<file path="config.mk">
export PLATFORM = sky130hd
export DESIGN_NAME = sr_drive_ctrl
export DESIGN_NICKNAME = d
export VERILOG_FILES = /design/src/rtl/sr_drive_ctrl.sv
export SDC_FILE = /design/constraint.sdc
export NUM_CORES = 1
export LEC_CHECK = 0
export ABC_AREA = 1
export CORE_ASPECT_RATIO = 1.75
export CORE_MARGIN = 2
export CORE_UTILIZATION = 50
export DETAILED_ROUTE_END_ITERATION = 8
export PLACE_DENSITY_LB_ADDON = 0.2
export SETUP_SLACK_MARGIN = 0.15
export SLEW_MARGIN = 40
export SYNTH_ARGS = -nofsm -noshare
export SYNTH_HDL_FRONTEND = slang
export SYNTH_SLANG_ARGS = --single-unit
</file>
<file path="constraint.sdc">
create_clock -name clk -period 1.88 [get_ports clk]
set_clock_uncertainty 0.1 [all_clocks]
set_input_delay 0.188 -clock clk [delete_from_list [all_inputs] [get_ports clk]]
set_output_delay 0.188 -clock clk [all_outputs]
set_load 0.01 [all_outputs]
</file>
<file path="src/rtl/sr_drive_ctrl.sv">
// Pushbutton front end for a downstream SR flip-flop: synchronizes and debounces two buttons,
// then issues one-at-a-time set/reset pulses and checks the flop's response on q_fb.
module sr_drive_ctrl #(
  parameter int DEB_CYCLES = 4,
  parameter int PULSE_LEN  = 1,
  parameter int CNT_W      = 8
) (
  input  logic             clk,
  input  logic             reset,
  input  logic             set_btn,
  input  logic             rst_btn,
  input  logic             q_fb,
  output logic             s,
  output logic             r,
  output logic             busy,
  output logic             err,
  output logic [CNT_W-1:0] cmd_cnt
);
  typedef enum logic [1:0] {IDLE, DRIVE, CHECK} state_t;

  localparam logic [7:0] DEB_LAST   = 8'(DEB_CYCLES - 1);
  localparam logic [3:0] PULSE_LAST = 4'(PULSE_LEN - 1);

  // Bit 0 carries the set button, bit 1 the reset button.
  logic [1:0]       r_sync1, r_sync2, r_deb, r_deb_d, r_pend;
  logic [7:0]       r_dcnt [2];
  state_t           r_state;
  logic             r_cmd_rst;
  logic [3:0]       r_pcnt;
  logic             r_s, r_r, r_busy, r_err;
  logic [CNT_W-1:0] r_cnt;
  logic [1:0]       w_rise;
  logic             w_take_rst, w_take_set;

  always_ff @(posedge clk) begin
    if (!reset) begin
      r_sync1   <= '0;
      r_sync2   <= '0;
      r_deb     <= '0;
      r_deb_d   <= '0;
      r_dcnt[0] <= '0;
      r_dcnt[1] <= '0;
    end else begin
      r_sync1 <= {rst_btn, set_btn};
      r_sync2 <= r_sync1;
      r_deb_d <= r_deb;
      for (int b = 0; b < 2; b++) begin
        if (r_sync2[b] == r_deb[b]) begin
          r_dcnt[b] <= '0;
        end else if (r_dcnt[b] == DEB_LAST) begin
          r_deb[b]  <= ~r_deb[b];
          r_dcnt[b] <= '0;
        end else begin
          r_dcnt[b] <= r_dcnt[b] + 8'(1);
        end
      end
    end
  end

  assign w_rise     = r_deb & ~r_deb_d;
  assign w_take_rst = (r_state == IDLE) && r_pend[1];
  assign w_take_set = (r_state == IDLE) && r_pend[0] && !r_pend[1];

  // A fresh rise re-arms a flag even on the edge it is consumed; repeats merge.
  always_ff @(posedge clk) begin
    if (!reset) begin
      r_pend <= '0;
    end else begin
      r_pend <= (r_pend & ~{w_take_rst, w_take_set}) | w_rise;
    end
  end

  always_ff @(posedge clk) begin
    if (!reset) begin
      r_state   <= IDLE;
      r_cmd_rst <= 1'b0;
      r_pcnt    <= '0;
      r_s       <= 1'b0;
      r_r       <= 1'b0;
      r_busy    <= 1'b0;
      r_err     <= 1'b0;
      r_cnt     <= '0;
    end else begin
      case (r_state)
        IDLE: begin
          if (w_take_rst || w_take_set) begin
            r_state   <= DRIVE;
            r_cmd_rst <= w_take_rst;
            r_pcnt    <= '0;
            r_s       <= w_take_set;
            r_r       <= w_take_rst;
            r_busy    <= 1'b1;
          end
        end
        DRIVE: begin
          if (r_pcnt == PULSE_LAST) begin
            r_state <= CHECK;
            r_s     <= 1'b0;
            r_r     <= 1'b0;
          end else begin
            r_pcnt <= r_pcnt + 4'(1);
          end
        end
        CHECK: begin
          // Expected q is 1 after set and 0 after reset, i.e. the inverse of r_cmd_rst.
          if (q_fb == r_cmd_rst) r_err <= 1'b1;
          r_cnt   <= r_cnt + CNT_W'(1);
          r_state <= IDLE;
          r_busy  <= 1'b0;
        end
        default: begin
          r_state <= IDLE;
          r_s     <= 1'b0;
          r_r     <= 1'b0;
          r_busy  <= 1'b0;
        end
      endcase
    end
  end

  assign s       = r_s;
  assign r       = r_r;
  assign busy    = r_busy;
  assign err     = r_err;
  assign cmd_cnt = r_cnt;
endmodule
</file>
==> metrics.md, run 1 <==
| Metric | Value |
|---|---|
| Util after Layout | `0.626` |
| Iteration-0 DRC count of the detailed router | `29` |
| First-pass DRT Iterations | `4` |
| Reg area | `1060 sq um` |
| Layout cells sized above 1 | `0.0699` |
| CP Data Required Time | `1.59 ns` |
| Post-synth EDFFs | `16` |
| Die area | `4600 sq um` |
| Synth Instances | `248` |
| Die Wd | `52.1 um` |
| Clock transition at path regs | `0.08 ns` |
| Seq/Total Area, Yosys | `0.524` |
| Setup WS post-layout | `0.291 ns` |
| Number of H-tree levels | `2` |
| WP buf/inv | `1` |
| Most frequent cells in the layout | `nand2_1 (54), nor2_1 (33), inv_1 (31), dfxtp_1 (29), a21oi_1 (23)` |
| Crit-path slowest cell | `clkdlybuf4s50_1` |
| IO Pins | `17` |
| PwrDens | `749 nW/um^2` |
| Crit-path cells | `clkdlybuf4s50_1` |
| Final hold vios | `0` |
| Core ar. | `3870 sq um` |
| Grt total ovfl | `0` |
| Total internal power | `1.44 mW` |
| Largest register FFs | `16` |
| Leakage Power | `1.00 nW` |
| WHS | `0.318 ns` |
| R2R Path Start | `r_dcnt[1][0]` |
| #FFs+latches synth | `45` |
| Worst setup startpoint | `cmd_cnt[3]` |
| Initial Util | `0.524` |
| CP max stage delay | `0.58 ns` |
| CTS Buf Count | `5` |
| HP Start | `rst_btn` |
| Via count | `1575` |
| Final TNS setup | `0 ns` |
| Post-Route WL | `3.25 mm` |
| Run status | `complete, no violations` |
| Critical Path Sink Type | `output pin` |
| Syn Area/Cell | `8.17 sq um` |
| Async set-reset flop share out of synthesis | `0` |
| Most common cell after layout, fill and taps aside | `nand2_1` |
| Port Buffers | `16` |
| Comb power frac | `0.045` |
| Drt drc | `0` |
| First-pass GRT wire length | `5.60 mm` |
| Sw Ratio | `0.206` |
| Clk Latency, worst-skew pair | `0.29 ns` |
| Die Y | `88.2 um` |
| Setup CP Type | `reg2out` |
| Clk root buf | `clkbuf_8` |
| Area of the multi-input gates | `890 sq um` |
| Mapped Area | `2030 sq um` |
| Crit path max fanout | `7` |
| Post-place setup slack | `0.174 ns` |
| Layout net count | `295` |
| Final Cycle Share | `0.845` |
| # fillers | `330` |
| P&R area growth vs syn | `19.5%` |
| Synth Flop Type | `dfxtp_1` |
| Power share of the clock group | `0.380` |
| Fmax | `629 MHz` |
| Delay-heaviest family, CP | `buffers and inverters` |
| ANT cells | `0` |
| Synth warn | `0` |
| Antenna violations before repair | `0` |
| Final GP Congestion | `0.797` |
| Clk sink count | `45` |
| Crit path arrival time | `1.30 ns` |
| FP Rows | `30` |
| Max Root-Sink Buffers | `2` |
| Synth top area cells | `dfxtp_1 (29%), edfxtp_1 (24%), nand2_1 (10%)` |
| Distinct cells, synth | `27` |
| Vias in the first global route | `1402` |
| Hold crit path type | `in2reg` |
| Psw | `0.373 mW` |
| Top reg by flops | `r_dcnt` |
| Hpwl dp | `2.50 mm` |
| RSZ-0062 raised after global routing | `no` |
| Routed vias/inst | `4.72` |
| Flop pwr share | `0.575` |
| GRT Util Overall | `0.163` |
| Leading area contributor after synthesis | `dfxtp_1` |
| Drt wl/cell | `9.72 um` |
| Fin crit period | `1.59 ns` |
| # setup viols final | `0` |
| Final ANT Viol Nets | `0` |
| CP startpoint kind | `register` |
| CTS tree | `done` |
| Worst VDD drop | `627 uV` |
| Largest net degree at the start of global routing | `14` |
| Max Slew Vio Count | `0` |
| Area fraction of the dominant cell type after synthesis | `0.287` |
| Count of max-cap constraint violations | `0` |
[tightest hold or removal path: stages]
cell and delay (ns):
clkdlybuf4s50_1 0.39, nand2_1 0.06, inv_1 0.03
[routing by layer]
| metal | vias to the layer above | GRT usage | part of all wire |
|---|---|---|---|
| met5 | - | 0 | 0 |
| met4 | 0 | 0.0694 | 0.019 |
| met3 | 6 | 0.0358 | 0.022 |
| met2 | 18 | 0.287 | 0.54 |
| met1 | 696 | 0.185 | 0.42 |
| li1 | 855 | - | - |
[path summary, 6_finish.rpt]
kind	cells after the start	slack, ns	endpoint
worst max register to register	4	0.36	r_dcnt[1][6]
worst min register to register	1	0.32	r_pend[1]
worst min-delay path	3	0.32	r_sync1[1]
worst max-delay path	1	0.29	cmd_cnt[3]
[power groups by stage]
stage	sequential (mW)	clock [mW]	combinational, mW
after floorplan	1.06	0	0.0570
after global placement	1.07	0	0.0795
after detailed placement	1.07	0	0.0808
after CTS	1.04	0.711	0.0810
after global routing	1.05	0.751	0.0950
final	1.04	0.689	0.0812
[cells by family after synthesis]
logic type	synth area share
AOI/OAI and AO/OA	0.0951
xor gates and xnor gates	0.0259
adders and majority gates	0.0309
buffers and inverters	0.0686
DFF	0.524
other	0.00185
and+or+nand+nor	0.254
[per-stage QoR]
stage | instance area, sq um | std cells | total power, mW
after floorplan | 2080 | 263 | 1.12
after global placement | 2300 | 326 | 1.15
final | 2420 | 334 | 1.81
after global routing | 2420 | 334 | 1.89
after CTS | 2410 | 334 | 1.84
after detailed placement | 2300 | 326 | 1.15
[Yosys cell counts (3+ instances only)]
master,count
edfxtp_1,16
a21oi_1,23
buf_2,3
o21ai_0,7
nor3_1,6
dfxtp_1,29
nand3_1,16
ha_1,5
xor2_1,4
inv_1,31
nor2_1,33
nand2_1,54
[final cells by class]
class | instances | share of cell area
Tap cell | 48 | 0.0248
Sequential cell | 45 | 0.438
Timing Repair Buffer | 18 | 0.0724
Clock buffer | 8 | 0.0460
Multi-Input combinational cell | 182 | 0.367
Inverter | 33 | 0.0512
[timing repair]
action	4_1_cts	5_1_grt
gates resized for setup	0	2
hold buffers	0	0
setup buffers	0	0
setup endpoints to repair	0	16
No activity file was read; power rests on OpenSTA's default activity.
==> run 2, diff against run 1 <==
==> constraint.sdc (replaced) <==
create_clock -name clk -period 1.3 [get_ports clk]
set_clock_uncertainty 0.1 [all_clocks]
set_input_delay 0.13 -clock clk [delete_from_list [all_inputs] [get_ports clk]]
set_output_delay 0.13 -clock clk [all_outputs]
set_load 0.01 [all_outputs]
==> run 2 against run 1 <==
The run now ends with negative setup slack left. First-iteration DRC count up 41%. Sequential power is 45% higher. Setup slack worse by 0.45 ns. Cell area is 32% higher. Core utilization increased by 20 points. Clock power grew 47%. Worst hold slack worse by 0.25 ns.
==> metrics.md, run 2 (synthesis gave the netlist of run 1 again) <==
| Metric | Value |
|---|---|
| Clk root buf | `clkbuf_8` |
| Layout net count | `345 (+17%)` |
| Drt drc | `0 (unchanged)` |
| Max Root-Sink Buffers | `2 (unchanged)` |
| Grt total ovfl | `0 (unchanged)` |
| Die area | `4600 sq um (unchanged)` |
| Drt wl/cell | `12.7 um (+30%)` |
| Run status | `finished with violations` |
| Core ar. | `3870 sq um (unchanged)` |
| Total internal power | `2.15 mW (+49%)` |
| Comb power frac | `0.089 (+0.044)` |
| Most frequent cells in the layout | `buf_4 (46), nand2_1 (41), inv_1 (24), nor2_1 (21)` |
| Max Slew Vio Count | `0 (unchanged)` |
| Hold crit path type | `in2reg` |
| Clock transition at path regs | `0.08 ns (about the same)` |
| Setup CP Type | `reg2reg` |
| Final Cycle Share | `1.12` |
| Iteration-0 DRC count of the detailed router | `41 (+41%)` |
| FP Rows | `30 (unchanged)` |
| Via count | `1887 (+20%)` |
| Leakage Power | `1.34 nW (+34%)` |
| First-pass GRT wire length | `7.35 mm (+31%)` |
| Antenna violations before repair | `0 (unchanged)` |
| Count of max-cap constraint violations | `0 (unchanged)` |
| Die Wd | `52.1 um (unchanged)` |
| CTS Buf Count | `5 (unchanged)` |
| CTS tree | `done` |
| Flop pwr share | `0.545 (-0.030)` |
| CP startpoint kind | `register` |
| Violated checks | `negative setup slack` |
| RSZ-0062 raised after global routing | `yes` |
| Port Buffers | `16 (unchanged)` |
| Register-to-Register Path Depth | `6 (+2)` |
| Final TNS setup | `-1.68 ns (-1.68 ns)` |
| Power share of the clock group | `0.366 (-0.014)` |
| Hpwl dp | `2.80 mm (+12%)` |
| WP buf/inv | `0 (-1)` |
| ANT cells | `0 (unchanged)` |
| Top reg by flops | `r_dcnt` |
| Cell Area, Placed | `2580 sq um (+12%)` |
| Vias in the first global route | `1841 (+31%)` |
| Crit path arrival time | `1.40 ns (+0.10 ns)` |
| Initial Util | `0.524 (unchanged)` |
| Largest net degree at the start of global routing | `14 (unchanged)` |
| Delay-heaviest family, CP | `flip-flops` |
| Fin crit period | `1.46 ns` |
| Clk Latency, worst-skew pair | `0.30 ns (about the same)` |
| Final ANT Viol Nets | `0 (unchanged)` |
| Worst VDD drop | `982 uV (+57%)` |
| Sw Ratio | `0.222 (+0.0164)` |
| CP max stage delay | `0.43 ns (-0.15 ns)` |
| Layout cells sized above 1 | `0.488 (+0.418)` |
| Hold path depth | `3 (unchanged)` |
| Crit-path slowest cell | `edfxtp_1` |
| Crit-path cells | `ha_4, nand3_2, nor2_4, nand2_1, xor2_1, nor2_1` |
| # hold bufs at CTS | `0 (unchanged)` |
| # setup viols final | `17 (+17)` |
| Critical Path Sink Type | `register` |
| Cell area after layout | `3210 sq um (+32%)` |
| Clk sink count | `45 (unchanged)` |
| Most common cell after layout, fill and taps aside | `buf_4` |
| First-pass DRT Iterations | `4 (unchanged)` |
| Crit path max fanout | `4 (-3)` |
| Final GP Congestion | `0.816 (+2.4%)` |
| Setup WS post-layout | `-0.161 ns (-0.452 ns)` |
| Post-Route WL | `4.87 mm (+50%)` |
| Number of H-tree levels | `2 (unchanged)` |
| # fillers | `220 (-33%)` |
| P&R area growth vs syn | `58.2%` |
| Fmax | `684 MHz` |
| Die Y | `88.2 um (unchanged)` |
| Largest register FFs | `16 (unchanged)` |
| GRT Util Overall | `0.215 (+0.0526)` |
| CP Depth | `6 (+5)` |
| CP Data Required Time | `1.24 ns (-0.35 ns)` |
| Psw | `0.615 mW (+65%)` |
| PwrDens | `863 nW/um^2 (+15%)` |
| IO Pins | `17 (unchanged)` |
| Final hold vios | `0 (unchanged)` |
| Routed vias/inst | `4.91 (+4.2%)` |
[run 2: power groups by stage]
stage	Clock [mW]	Sequential (mW)	Combinational, mW
2_1_floorplan	0	1.54	0.0907
3_3_place_gp	0	1.54	0.174
3_5_place_dp	0	1.54	0.178
4_1_cts	1.05	1.51	0.212
5_1_grt	1.11	1.51	0.272
6_report	1.01	1.51	0.248
[run 2: stage by stage]
stage / setup WS, ns / hold WS (ns) / cells / total power [mW] / utilization
after detailed placement: -0.265 / 0.296 / 355 / 1.72 / 0.668
after CTS: -0.123 / 0.243 / 375 / 2.76 / 0.769
after floorplan: -0.0614 / 0.128 / 263 / 1.63 / -
final: -0.161 / 0.0706 / 384 / 2.77 / 0.829
after global placement: -0.249 / 0.296 / 355 / 1.71 / 0.668
after global routing: -0.206 / 0.101 / 384 / 2.89 / 0.829
[run 2: final cells by class]
class                      count  area [sq um]  area share
timing repair buffer          68           551       0.172
sequential                    45          1090       0.339
clock buffer                   8           111      0.0347
tap                           48          60.1      0.0187
inverter                      33           136      0.0425
multi-input combinational    182          1260       0.393
[run 2: routing by layer]
layer	global-route usage	vias to the layer above	wire, um
met5	0	-	0
met4	0.110	0	83
met3	0.0444	8	111
met2	0.419	25	2860
met1	0.200	897	1820
li1	-	957	-
[run 2: path summary, 6_finish.rpt]
check                    start           end  slack, ns
hold / removal           reset      r_deb[1]       0.07
setup / recovery  r_dcnt[0][1]  r_dcnt[0][6]      -0.16
hold reg to reg     r_deb_d[1]     r_pend[1]       0.32
setup reg to reg  r_dcnt[0][1]  r_dcnt[0][6]      -0.16
[run 2: timing repair]
action	4_1_cts	5_1_grt
cloned	0	0
endpoints found under the setup margin	43	47
resized for setup	78	63
pin swaps	17	26
buffers inserted	12	9
[run 2: worst min-delay path, stage by stage]
cell            delay (ns)
dlymetal6s2s_1        0.18
o21ai_2               0.07
nor2_1                0.04
